<file path="src/rtl/sm83_reg_bus_eval_rd.sv">
// Precharge/evaluate read sequencer for a 4-bit dynamic register bus slice.
// Define SM83_REG_BUS_MONO_CHECK_EN to build the sticky bus monotonicity checker.
module sm83_reg_bus_eval_rd #(
    parameter int PCH_CYCLES = 2,
    parameter int NREG       = 8
) (
    input  logic                    clk,
    input  logic                    reset_n,
    input  logic                    rd_req,
    input  logic [$clog2(NREG)-1:0] rd_sel,
    input  logic                    rd_zero,
    input  logic [3:0]              bus_y,
    output logic                    pch_n,
    output logic                    c_zero,
    output logic [NREG-1:0]         rd_oe,
    output logic                    rd_ack,
    output logic [3:0]              rd_data,
    output logic                    rd_vld,
    output logic                    bus_err
);
    localparam int         SW      = $clog2(NREG);
    localparam logic [3:0] PCH_MAX = 4'(PCH_CYCLES);
    localparam logic [SW:0] SEL_LIM = (SW+1)'(NREG);

    typedef enum logic [1:0] {PCH, EVAL, SAMP, DONE} state_t;

    state_t        state, state_nxt;
    logic [3:0]    pch_cnt, pch_cnt_nxt;
    logic [SW-1:0] sel_q;
    logic          zero_q;
    logic          pch_ok;
    logic          sel_ok;
    logic          drive;

    assign pch_ok = (pch_cnt >= PCH_MAX);
    assign sel_ok = ({1'b0, sel_q} < SEL_LIM);

    always_ff @(posedge clk or negedge reset_n) begin
        if (!reset_n) begin
            state   <= PCH;
            pch_cnt <= 4'd0;
            sel_q   <= '0;
            zero_q  <= 1'b0;
            rd_data <= 4'd0;
        end else begin
            state   <= state_nxt;
            pch_cnt <= pch_cnt_nxt;
            if (rd_ack) begin
                sel_q  <= rd_sel;
                zero_q <= rd_zero;
            end
            if (state == SAMP)
                rd_data <= bus_y;
        end
    end

    always_comb begin
        state_nxt   = state;
        pch_cnt_nxt = pch_cnt;
        rd_ack      = 1'b0;
        rd_vld      = 1'b0;
        drive       = 1'b0;
        case (state)
            PCH: begin
                if (!pch_ok)
                    pch_cnt_nxt = pch_cnt + 4'd1;
                if (rd_req && pch_ok) begin
                    rd_ack    = 1'b1;
                    state_nxt = EVAL;
                end
            end
            EVAL: begin
                drive     = 1'b1;
                state_nxt = SAMP;
            end
            SAMP: begin
                drive     = 1'b1;
                state_nxt = DONE;
            end
            DONE: begin
                rd_vld      = 1'b1;
                // DONE already precharges the bus, so it counts toward the next read
                pch_cnt_nxt = 4'd1;
                state_nxt   = PCH;
            end
            default: state_nxt = PCH;
        endcase
    end

    // All bus drive outputs derive from the state register, so the async reset
    // drops enables and restarts precharge in the same timestep.
    always_comb begin
        pch_n  = drive;
        c_zero = drive && zero_q;
        rd_oe  = '0;
        if (drive && !zero_q && sel_ok)
            rd_oe = NREG'(1) << sel_q;
    end

`ifdef SM83_REG_BUS_MONO_CHECK_EN
    logic [3:0] eval_y;

    always_ff @(posedge clk or negedge reset_n) begin
        if (!reset_n) begin
            eval_y  <= 4'd0;
            bus_err <= 1'b0;
        end else begin
            if (state == EVAL)
                eval_y <= bus_y;
            // a discharged bit can never recharge while the source is driving
            if (state == SAMP && |(bus_y & ~eval_y))
                bus_err <= 1'b1;
        end
    end
`else
    assign bus_err = 1'b0;
`endif

endmodule

</file>
<file path="config.mk">
export PLATFORM = sky130hd
export DESIGN_NAME = sm83_reg_bus_eval_rd
export DESIGN_NICKNAME = d
export VERILOG_FILES = /design/src/rtl/sm83_reg_bus_eval_rd.sv
export SDC_FILE = /design/constraint.sdc
export NUM_CORES = 1
export LEC_CHECK = 0
export ABC_AREA = 1
export BUFFER_PORTS_ARGS = -buffer_cell sky130_fd_sc_hd__buf_2
export CAP_MARGIN = 20
export CORE_MARGIN = 5
export CORE_UTILIZATION = 52
export DETAILED_ROUTE_END_ITERATION = 10
export GPL_TIMING_DRIVEN = 0
export PLACE_DENSITY = 0.82
export SLEW_MARGIN = 30
export SYNTH_ARGS = -nofsm -noshare
export SYNTH_HDL_FRONTEND = slang
export SYNTH_SLANG_ARGS = --single-unit
export TNS_END_PERCENT = 50
</file>
<file path="constraint.sdc">
create_clock -name clk -period 3.6 [get_ports clk]
set_input_delay 0.72 -clock clk [delete_from_list [all_inputs] [get_ports clk]]
set_output_delay 0.72 -clock clk [all_outputs]
set_load 0.1 [all_outputs]
</file>
-- Yosys cells after proc, flatten, opt, wreduce, memory -nomap -nowiden
Index checks and enable logic that the tools add are counted.
- equal/unequal tests: 5
- add/subtract/negate cells: 1
- shift operators: 1
- multiplexer cells: 9
- order comparisons: 1
- reduce and logical (&&, ||, !) cells: 8
- operator list (kind ; number):
    8-bit 2-to-1 mux ; 1
    2-bit case mux with 4 select lines ; 1
    4-bit case mux with 2 select lines ; 1
    1-bit by 3-bit << shifter with 8-bit output, first input constant ; 1
    4-bit by 1-bit adder with 4-bit output, second input constant ; 1
    2-bit == test, second input constant ; 2
    4-bit by 2-bit >= comparator with 1-bit output, second input constant ; 1
    1-bit 2-to-1 mux ; 4
    4-bit 2-to-1 mux ; 1
    2-bit inequality test, second input constant ; 2
    1-bit logical AND ; 3
    2-bit by 1-bit == test with 1-bit output, second input constant ; 1
    2-bit logical NOT ; 1
    2-bit 2-to-1 mux ; 1
    2-bit AND reduction ; 1
    2-bit nonzero test ; 1
    2-bit OR reduction ; 1
    1-bit logical NOT ; 1
- output and inout port bits: 17
- bits in registers: 14
- input port bits: 11

-- Depth between registers and ports, before layout
Gate-level depths: netlist (run 1).
- depth in word-level cells: 5
- mapped depth: 8
- gate-level depth less buffers: 8

-- Least setup slack after synthesis (run 1)
OpenSTA, ideal clock, no wires.
- kind: flip-flop to output port
- from: register state[1]
- to: output port rd_oe[0]
- data arrival time: 2.872 ns
- buffers on the path: 0
- setup slack: 0.008 ns
- stages on the path, launching flop included: 7
- cell sequence: dfrtp_1 -> inv_1 -> ha_1 -> inv_1 -> nor2_1 -> nand2_1 -> nor2_1
- word-level cells in the longest chain between the ends: 5
- elaborated cells on any way between the ends: 6
- those cells by class: 2 x eq/ne; 2 x mux; 2 x reduce/logical
- RTL lines (what ; line ; source):
    from (decl) ; 27 ; state_t state, state_nxt;
    from (signal assigned) ; 46 ; state <= state_nxt;
    2-bit == test or 2-bit by 1-bit == test with 1-bit output (tied branches) ; 63 ; case (state)
    2-bit OR reduction (no source line) * ; - ;
    1-bit 2-to-1 mux * ; 63 ;
    named net pch_n ; 13 ; output logic pch_n,
    1-bit logical AND * ; 96 ; if (drive && !zero_q && sel_ok)
    8-bit 2-to-1 mux * ; 96 ;
    to (decl) ; 15 ; output logic [NREG-1:0] rd_oe,
The timed path passes the listed nets; every way through them passes the cells marked *.

-- Worst setup path in the final report (run 1)
- from: register state[0]
- to: output port rd_oe[3]
- word-level cells in the longest chain between the ends: 5
- elaborated cells on any way between the ends: 6
- those cells by class: 2 x eq/ne; 2 x mux; 2 x reduce/logical
- RTL lines (what ; line):
    2-bit == test or 2-bit by 1-bit == test with 1-bit output (tied branches) ; 63
    2-bit OR reduction (no source line) * ; -
    1-bit 2-to-1 mux * ; 63
    1-bit logical AND * ; 96
    8-bit 2-to-1 mux * ; 96
Every way passes the cells marked *; elsewhere a longest branch is shown, timed or not.

==> flow_metrics.env, run 1 <==
export IMPL_status="complete, no violations"
export IMPL_synth_top_area_cell="dfrtp_1"
export IMPL_cts_htree_levels=1
export IMPL_tritoncts="done"
export IMPL_drv_slew=0
export IMPL_die_area_mm2=0.00246
export IMPL_clk_pin_slew_worst_paths_ns=0.09
export IMPL_fmax_mhz=380
export IMPL_routed_wl_um=1660
export IMPL_yosysSeqAreaShare_pct=42.9
export IMPL_final_util_pct=66.4
export IMPL_core_mm2=0.00149
export IMPL_yosysTopAreaCellShare_pct=42.9
export IMPL_antenna_found_initial=0
export IMPL_synth_cells=105
export IMPL_fillers=118
export IMPL_dieWidth_um=49.6
export IMPL_ys_async_sr_fraction_pct=100
export IMPL_ys_warn_count=0
export IMPL_cts_made_buffers=3
export IMPL_clk_path_buf_depth=2
export IMPL_layout_drive_gt1_share_pct=31.3
export IMPL_synth_commonest_cells="nand2_1 (39), dfrtp_1 (14), nor2_1 (12)"
export IMPL_regArea_um2=350
export IMPL_via_count=737
export IMPL_final_hold_violation_count=0
export IMPL_synth_nets=121
export IMPL_cp_arrival_ns=1.91
export IMPL_syn2layout_area_growth_pct=21.2
export IMPL_hold_slack_ns=0.307
export IMPL_ant_nets=0
export IMPL_crit_required_ns=2.88
export IMPL_antennaDiodeCount=0
export IMPL_cp_max_fo=4
export IMPL_postSynthAreaPerCell_um2=7.77
export IMPL_post_cts_resized=0
export IMPL_grt_pass1_wl_um=3070
export IMPL_rows=14
export IMPL_drc_errors=0
export IMPL_cts_root_buf="clkbuf_4"
export IMPL_worstSetupEndpointType="output pin"
export IMPL_ios=28
export IMPL_layout_setup_ws_ns=0.971
export IMPL_cts_sinks=14
export IMPL_numPortBuffers=26
export IMPL_grt_usage_pct=15.9
export IMPL_cts_setup_buffers=0
export IMPL_grt_max_degree=15
export IMPL_multi_input_area_um2=405
export IMPL_synth_edff_count=0
export IMPL_drv_cap=0
export IMPL_hp_class="input port to async pin"
export IMPL_clkLatencyLatePin_ns=0.28
export IMPL_finalSetupViolCount=0
export IMPL_post_drt_wl_per_cell_um=11.1
export IMPL_ys_flop_type="dfrtp_1"
export IMPL_die_y_um=49.6
export IMPL_synth_seq_cells=14
export IMPL_drtIter0Drc=12
export IMPL_dp_hpwl_um=1390
export IMPL_fin_crit_ns=2.63
export IMPL_period_share_pct=73.0
export IMPL_rsz0062_at_grt="false"
export IMPL_fin_setup_tns_ns=0
export IMPL_grt_pass1_vias=748
export IMPL_path_class="register to output pin"
export IMPL_drt_pass1_iter_count=4
export IMPL_initial_utilization_pct=54.8
export IMPL_syn_area_um2=816
export IMPL_post_synth_num_cell_types=16
export IMPL_skew_ns=0.0112
export IMPL_viasPerCell=4.91
export IMPL_grt_ovfl_total=0
export IMPL_ctsHoldBuffers=0
export IMPL_synth_most_common_cell="nand2_1"
export IMPL_synthTopCellsByArea="dfrtp_1 (43%), nand2_1 (18%), ha_1 (7.7%), nor2_1 (5.5%), inv_1 (5.1%)"
export IMPL_fin_nets=152
export IMPL_pre_cts_ws_ns=1.27
export IMPL_worstSetupStartpointType="register"
export IMPL_globalplace_congestion=0.734
==> critical path: stages, from the launching register on <==
cell and delay, ns:
dfrtp_1 0.38, inv_1 0.07, ha_1 0.34, inv_1 0.05, nor2_1 0.12, nand2_1 0.12
nor2_1 0.11, buf_2 0.43
==> metal layers <==
metal / track usage (%) / routed length [um] / up-vias / part of all wire (%)
met1: 16.8 / 645 / 327 / 39
li1: - / - / 380 / -
met3: 2.11 / 117 / 5 / 7.0
met4: 9.17 / 44 / 0 / 2.6
met5: 0 / 0 / - / 0
met2: 29.2 / 856 / 25 / 51
==> logic make-up (layout without fill, tap and decap cells) <==
| group | Yosys count | after routing | share of synthesized area, % |
|---|---|---|---|
| adder cells (fa/ha/maj) | 5 | 5 | 7.67 |
| buffers and inverters | 14 | 43 | 7.36 |
| flip-flops | 14 | 14 | 42.9 |
| other | 1 | 1 | 0.460 |
| AND/OR/NAND/NOR | 71 | 71 | 41.6 |
==> path summary, 6_finish.rpt <==
path                                  from  slack [ns]  cells after the start    endpoint
worst min-delay path               reset_n        0.31                      1  pch_cnt[0]
worst min register to register  rd_data[2]        0.48                      2  rd_data[2]
worst max-delay path              state[0]        0.97                      7    rd_oe[3]
max in group asynchronous          reset_n        3.05                      1      zero_q
min in group clk                rd_data[2]        0.48                      2  rd_data[2]
worst max register to register  pch_cnt[1]        2.31                      7    state[1]
==> sequential cells by signal, summed over array words and instances (netlist names) <==
signal and cells:
sel_q 3, zero_q 1, rd_data 4, state 2
pch_cnt 4
==> metrics by stage <==
step,instance area (um2),std cells
global placement,966,147
global route,988,150
finish,988,150
detailed placement,966,147
floorplan,816,105
CTS,988,150
==> layout make-up <==
class / instances / share of cell area, %
multi-input combinational: 77 / 41.0
sequential: 14 / 35.4
timing repair buffer: 26 / 13.2
inverter: 12 / 4.56
clock buffer: 3 / 2.28
tap: 16 / 2.03
buffer: 2 / 1.52
==> cells in the final DEF (no fill, tap or decap), types with 2 or more instances in the layout <==
cell / count
buf_2: 26
buf_4: 2
clkbuf_4: 3
dfrtp_1: 14
ha_1: 5
inv_1: 11
nand2_1: 39
nand2_2: 3
nand2_4: 2
nand3_1: 5
nand3_2: 2
nand4_1: 4
nor2_1: 12
nor2_4: 2
Power of run 1 is left out: the tool's default activity adds up to more than one toggle a clock period on the data nets, which glitch-free logic cannot reach.
==> run 2, diff against run 1 <==
--- a/config.mk
+++ b/config.mk
@@ -9,10 +9,10 @@
 export BUFFER_PORTS_ARGS = -buffer_cell sky130_fd_sc_hd__buf_2
 export CAP_MARGIN = 20
 export CORE_MARGIN = 5
-export CORE_UTILIZATION = 52
+export CORE_UTILIZATION = 48
 export DETAILED_ROUTE_END_ITERATION = 10
 export GPL_TIMING_DRIVEN = 0
-export PLACE_DENSITY = 0.82
+export PLACE_DENSITY = 0.77
 export SLEW_MARGIN = 30
 export SYNTH_ARGS = -nofsm -noshare
 export SYNTH_HDL_FRONTEND = slang
==> constraint.sdc (replaced) <==
create_clock -name clk -period 2.5 [get_ports clk]
set_input_delay 0.5 -clock clk [delete_from_list [all_inputs] [get_ports clk]]
set_output_delay 0.5 -clock clk [all_outputs]
set_load 0.1 [all_outputs]
==> flow_metrics.env, run 2 (synthesized netlist as in run 1, its figures left out) <==
export IMPL_grt_ovfl_total=0
export IMPL_globalplace_congestion=0.753
export IMPL_wl_met3_um=129
export IMPL_dp_hpwl_um=1420
export IMPL_drv_slew=0
export IMPL_period_share_pct=96.4
export IMPL_core_mm2=0.00156
export IMPL_final_util_pct=70.2
export IMPL_ios=28
export IMPL_cts_sinks=14
export IMPL_dieWidth_um=51.2
export IMPL_routed_wl_um=1710
export IMPL_layout_setup_ws_ns=0.0898
export IMPL_initial_utilization_pct=52.3
export IMPL_fin_nets=152
export IMPL_rsz0062_at_grt="true"
export IMPL_hold_slack_ns=0.101
export IMPL_die_y_um=51.2
export IMPL_fin_setup_tns_ns=0
export IMPL_grt_pass1_wl_um=3170
export IMPL_ctsHoldBuffers=0
export IMPL_fillers=138
export IMPL_worstSetupEndpointType="output pin"
export IMPL_path_class="register to output pin"
export IMPL_met1Wirelength_um=707
export IMPL_clk_pin_slew_worst_paths_ns=0.08
export IMPL_r2r_cells=8
export IMPL_pre_cts_ws_ns=0.262
export IMPL_cp_arrival_ns=1.91
export IMPL_skew_ns=0.00152
export IMPL_crit_required_ns=2.00
export IMPL_viasPerCell=4.85
export IMPL_status="complete, no violations"
export IMPL_grt_usage_pct=15.4
export IMPL_die_area_mm2=0.00262
export IMPL_drc_errors=0
export IMPL_ant_nets=0
export IMPL_drtIter0Drc=6
export IMPL_drt_pass1_iter_count=4
export IMPL_clk_path_buf_depth=2
export IMPL_rr_endpoint="pch_cnt[2]"
export IMPL_fmax_mhz=415
export IMPL_cts_setup_buffers=0
export IMPL_hp_class="input port to async pin"
export IMPL_numPortBuffers=26
export IMPL_r2r_slack_ns=1.19
export IMPL_worstSetupStartpointType="register"
export IMPL_layout_drive_gt1_share_pct=38.5
export IMPL_fin_crit_ns=2.41
export IMPL_antenna_found_initial=0
export IMPL_grt_max_degree=15
export IMPL_syn2layout_area_growth_pct=34.2
export IMPL_via_count=733
export IMPL_regArea_um2=350
export IMPL_final_hold_violation_count=0
export IMPL_tritoncts="done"
export IMPL_post_drt_wl_per_cell_um=11.4
export IMPL_startpoint="state[1]"
export IMPL_clkLatencyLatePin_ns=0.27
export IMPL_cts_root_buf="clkbuf_4"
export IMPL_final_common_cell="nand2_1"
export IMPL_rows=14
export IMPL_finalSetupViolCount=0
export IMPL_maxUsedRoutingLayer="met3"
export IMPL_multi_input_area_um2=478
export IMPL_cts_htree_levels=1
export IMPL_cts_made_buffers=3
export IMPL_wl_met2_um=877
export IMPL_crit_end="rd_oe[4]"
export IMPL_final_cell_mix="nand2_1 (39), buf_2 (18), dfrtp_1 (14)"
export IMPL_antennaDiodeCount=0
export IMPL_timing_rr_start="state[0]"
export IMPL_drv_cap=0
export IMPL_grt_pass1_vias=744
export IMPL_largest_registers="pch_cnt: 4 flops, rd_data: 4 flops, sel_q: 3 flops"
export IMPL_cp_max_fo=4
run 2: final cells by class:
class | count | share of cell area [%]
flip-flops and latches | 14 | 32.0
well taps | 16 | 1.83
clock buffers | 4 | 3.31
repair buffers | 26 | 13.7
multi-input cells | 77 | 43.7
plain buffers | 2 | 1.37
inverters | 12 | 4.11
run 2: how the worst min path moves through the flow:
stage / to / slack (ns)
final: rd_data[2] / 0.10
after global routing: rd_data[3] / 0.11
after CTS: rd_data[1] / 0.11
after detailed placement: rd_data[3] / 0.41
after global placement: rd_data[1] / 0.41
after floorplan: pch_cnt[0] / 0.20
run 2: worst max-delay path: stages, from the launching register on:
cell	delay (ns)
dfrtp_1	0.42
inv_1	0.09
ha_4	0.28
inv_1	0.04
nor2_1	0.11
nand2_1	0.25
nor2_4	0.16
buf_4	0.29
run 2: per-stage QoR:
stage	cell area, um2	std cells
floorplan	888	105
global placement	1040	147
detailed placement	1040	147
CTS	1090	151
global route	1090	151
finish	1090	151
run 2: timing repair:
item                                    in CTS  in global routing
endpoints found under the hold margin        0                  0
gates resized for setup                      8                  0
endpoints found under the setup margin       8                  8
run 2: layer usage:
metal	up-vias	track usage [%]
met1	329	18.8
met4	0	2.62
met5	-	0
met2	23	28.1
met3	0	3.49
li1	381	-
Power of run 2 is left out for the same reason.
